**src/rtl/pc_sequencer.sv**
```systemverilog
// Program-counter sequencer: boots, fetches one instruction at a time,
// holds it for issue, and redirects on branches, jumps and traps.
module pc_sequencer #(
   parameter logic [31:0] RESET_PC   = 32'h00400000,
   parameter logic [31:0] EXC_VECTOR = 32'h80000180
) (
   input  logic        clk,
   input  logic        rst_n,
   output logic        fetch_req,
   output logic [31:0] fetch_addr,
   input  logic        fetch_ack,
   input  logic [31:0] fetch_instr,
   output logic        instr_valid,
   output logic [31:0] instr,
   output logic [31:0] instr_pc,
   input  logic        stall,
   input  logic        redirect_valid,
   input  logic [31:0] redirect_target,
   input  logic        exception,
   output logic [31:0] epc,
   output logic        misaligned_err,
   output logic [31:0] instr_count
);

   typedef enum logic [1:0] {
      BOOT,
      FETCH,
      ISSUE
   } state_t;

   state_t      state;
   state_t      state_next;
   logic [31:0] pc;
   logic        active;
   logic        take_exc;
   logic        take_redir;
   logic        redir_misaligned;

   // Control events are ignored while booting; exception outranks redirect.
   always_comb begin
      active           = (state != BOOT);
      take_exc         = active && exception;
      take_redir       = active && !exception && redirect_valid;
      redir_misaligned = take_redir && (redirect_target[1:0] != 2'b00);
   end

   // State register.
   always_ff @(posedge clk) begin
      if (!rst_n) state <= BOOT;
      else        state <= state_next;
   end

   // Next-state selection.
   always_comb begin
      state_next = state;
      unique case (state)
         BOOT:  state_next = FETCH;
         FETCH: begin
            if (take_exc || take_redir) state_next = FETCH;
            else if (fetch_ack)         state_next = ISSUE;
         end
         ISSUE: begin
            if (take_exc || take_redir) state_next = FETCH;
            else if (!stall)            state_next = FETCH;
         end
         default: state_next = BOOT;
      endcase
   end

   // Fetch and issue handshake outputs decoded from the state.
   always_comb begin
      fetch_req   = (state == FETCH);
      fetch_addr  = pc;
      instr_valid = (state == ISSUE);
   end

   // PC, issued instruction, trap PC and retire counter.
   always_ff @(posedge clk) begin
      if (!rst_n) begin
         pc             <= RESET_PC;
         instr          <= '0;
         instr_pc       <= '0;
         epc            <= '0;
         instr_count    <= '0;
         misaligned_err <= 1'b0;
      end else begin
         misaligned_err <= 1'b0;
         if (take_exc) begin
            pc  <= EXC_VECTOR;
            epc <= (state == ISSUE) ? instr_pc : pc;
         end else if (redir_misaligned) begin
            // A misaligned target traps; epc records the bad target itself.
            pc             <= EXC_VECTOR;
            epc            <= redirect_target;
            misaligned_err <= 1'b1;
         end else if (take_redir) begin
            pc <= redirect_target;
         end else if (state == FETCH) begin
            if (fetch_ack) begin
               instr    <= fetch_instr;
               instr_pc <= pc;
            end
         end else if (state == ISSUE) begin
            if (!stall) begin
               pc          <= pc + 32'd4;
               instr_count <= instr_count + 32'd1;
            end
         end
      end
   end

endmodule
```
**config.mk**
```make
export PLATFORM = sky130hd
export DESIGN_NAME = pc_sequencer
export DESIGN_NICKNAME = d
export VERILOG_FILES = /design/src/rtl/pc_sequencer.sv
export SDC_FILE = /design/constraint.sdc
export NUM_CORES = 1
export LEC_CHECK = 0
export ABC_AREA = 0
export CORE_UTILIZATION = 50
export DETAILED_ROUTE_END_ITERATION = 10
export HOLD_SLACK_MARGIN = 0.05
export PLACE_DENSITY = 0.9
export SYNTH_ARGS = -nofsm -noshare
export SYNTH_HDL_FRONTEND = slang
export SYNTH_SLANG_ARGS = --single-unit
```
**constraint.sdc**
```tcl
create_clock -name clk -period 5.3 [get_ports clk]
set_input_delay 1.06 -clock clk [delete_from_list [all_inputs] [get_ports clk]]
set_output_delay 1.06 -clock clk [all_outputs]
set_load 0.01 [all_outputs]
```
==> metrics <==
post-route ant nets 0; Die H 126 µm; WL/cell 17.1 µm; Synth Area in Adders less than 1%; CTS root buffer clkbuf_16; largest family of logic cells by synthesized area simple AND/OR/NAND/NOR gates; synthesized instance count 941; cell total after placement about 1300; FP Rows 44; FF+latch count, synth ~160; drt total wl around 23 mm; Post-synth EDFFs 0; H-tree depth 4; DIE AREA about 16000 µm²; Max Freq roughly 0.3 GHz; synth-to-layout area growth 37.9%; Min Clock Period, post-route between 3 and 4 ns; Clk pin slew, worst setup/hold paths 0.06 ns; clock sink count 163; multiplexer share of the synthesized area less than 1%; Clock Tree Buf Depth 2; P per Cell Area approximately 260 nW/µm²; port bufs 232; Fin Hold WS 0.463 ns; CP Max Fanout 35; startpoint class of the critical path input pin; DP HPWL between 15 and 20 mm; CTS buffer count 17; Synth async-reset ratio 0%; global route overflow 0; syn_nets just over 1000; final hold violations 0; Synth cell types 54; worst path required time ~5.6 ns; Filler Cells Inserted 1107; vias around 7500; Core ar. 14700 µm²; max-slew violation count 0; layout cells sized above 1 between 4 and 5%; Compound-Gate Fraction of Synth Area between 15 and 20%; first-pass GRT wire length roughly 37 mm; maxcap violations 0; origin of the critical flop-to-flop path state[1]; status complete, but fails checks; failing checks design-rule violations; Reg area 3260 µm²; CTS tree built; post-CTS resize count 0; Initial Utilization 51.9%; Synth Warn # 0; type of the worst min-delay path reg2reg; Avg Synthesized Cell Area roughly 8.1 µm²; Crit. End Element flip-flop; clk_skew a little over 0.007 ns; Hold Startpoint instr[5]; Mapped Area approximately 7600 µm²; DRC viols 10; Final Setup Violations 0; Primary FF master, synth dfxtp_1; DRT Pass-1 Iters 10; Final Cycle Share 63.3%; GRT Util Overall between 20 and 30%; cts hold-fix bufs 0; largest net degree at the start of global routing just over 100; Ant. Diodes 0; Worst-Skew Late Latency 0.43 ns; RSZ-0062 raised after global routing no; I/O pin count roughly 230; fin area approximately 11000 µm²; Lkg Pwr about 3.5 nW; Setup CP Type in2reg; Post-Synth XOR/XNOR Area 6.20%; maximum vdd ir drop approximately 0.00024 V; Crit. Startpoint exception; Final Non-Filler Cells about 1300; post-synthesis simple-gate area fraction ~29%; commonest non-fill, non-tap cell in the layout clkdlybuf4s50_1; DR vias/cell about 5.7; RePlAce Congestion approximately 0.83; Setup Fix Bufs, Post-CTS 0; Nets 1201; Max-slew headroom between 20 and 25%; commonest non-fill, non-tap cells in the layout clkdlybuf4s50_1 (231), nand2_1 (225), dfxtp_1 (163), a21boi_0 (65), nor2_1 (61); number of global-route vias before repair just over 7000; post-route setup TNS 0 ns; Starting DRT DRC Count between 500 and 600; area of the multi-input gates approximately 4000 µm²; sequential area share after synthesis a little over two fifths; Placed Instance Area between 9000 and 10000 µm²; Worst Path Arrival ~3.7 ns; initial antenna violation count 0; die extent in x 126 µm; slew at the pin closest to its max-slew limit 1.19 ns
flip-flops by register name, summed over array words and instances, names as in the netlist, named ones only:
signal,cells
fetch_addr,30
instr_pc,32
instr_count,32
instr,32
misaligned_err,1
epc,32
state,2
power by group:
group          internal [mW]  leakage, nW  switching [mW]
Clock                  0.680        0.261           0.492
Combinational          0.156         1.88           0.144
Sequential              1.26         1.32          0.0377
routing by layer:
metal  GRT usage, %  routed length (µm)
met1           36.2                9490
met2           48.4               11100
met3           7.62                1470
met4           12.0                 612
met5              0                   0
kinds of logic (layout without fill, tap and decap cells):
family / count (synthesis) / count (layout)
buf+inv: 78 / 278
compound gates: 182 / 182
simple gates: 459 / 459
fa+ha+maj: 2 / 2
xor+xnor: 54 / 54
flops: 163 / 163
mux: 3 / 3
stage by stage:
| stage | util (%) | power [mW] | worst slack (ns) |
|---|---|---|---|
| after CTS | 71.6 | 2.78 | 1.96 |
| after floorplan | - | 1.46 | 2.73 |
| final | 71.6 | 2.77 | 1.94 |
| after global placement | 67.8 | 1.61 | 1.70 |
| after global routing | 71.6 | 2.87 | 1.73 |
| after detailed placement | 67.8 | 1.62 | 1.53 |
synth_stat cells (8+ instances only):
library cell | number | area [µm²]
nand2_1 | 225 | 845
clkbuf_1 | 53 | 199
a21oi_1 | 37 | 185
a211oi_1 | 18 | 135
nand4_1 | 22 | 138
nor3_1 | 13 | 65.1
xnor2_1 | 36 | 315
buf_2 | 10 | 50.1
dfxtp_1 | 163 | 3260
a311oi_1 | 33 | 289
and4_1 | 8 | 70.1
nor2b_1 | 36 | 225
a21boi_0 | 65 | 488
xor2_1 | 18 | 158
nor2_1 | 62 | 233
and2_1 | 30 | 188
nand3_1 | 25 | 125
o21ai_0 | 10 | 50.1
final timing paths:
check | to | slack (ns) | depth (start not counted)
setup / recovery | instr[7] | 1.94 | 7
hold reg to reg | instr[5] | 0.46 | 2
hold / removal | instr[5] | 0.46 | 2
setup reg to reg | fetch_addr[19] | 2.69 | 5
critical path, stage by stage:
cell and delay (ns):
clkdlybuf4s50_1 0.59, nor2_1 0.34, nand3_1 0.21, nor2_4 0.75, buf_4 0.45, nand2_1 0.10, a21boi_0 0.18
area by class of cell:
| cell class | count | area share (%) |
|---|---|---|
| inverters | 8 | 0.285 |
| clock inverters | 8 | 0.749 |
| flip-flops and latches | 163 | 31.0 |
| clock buffers | 23 | 4.54 |
| multi-input cells | 700 | 38.7 |
| well taps | 184 | 2.19 |
| repair buffers | 239 | 22.5 |
No activity file was read; power rests on OpenSTA's default activity.
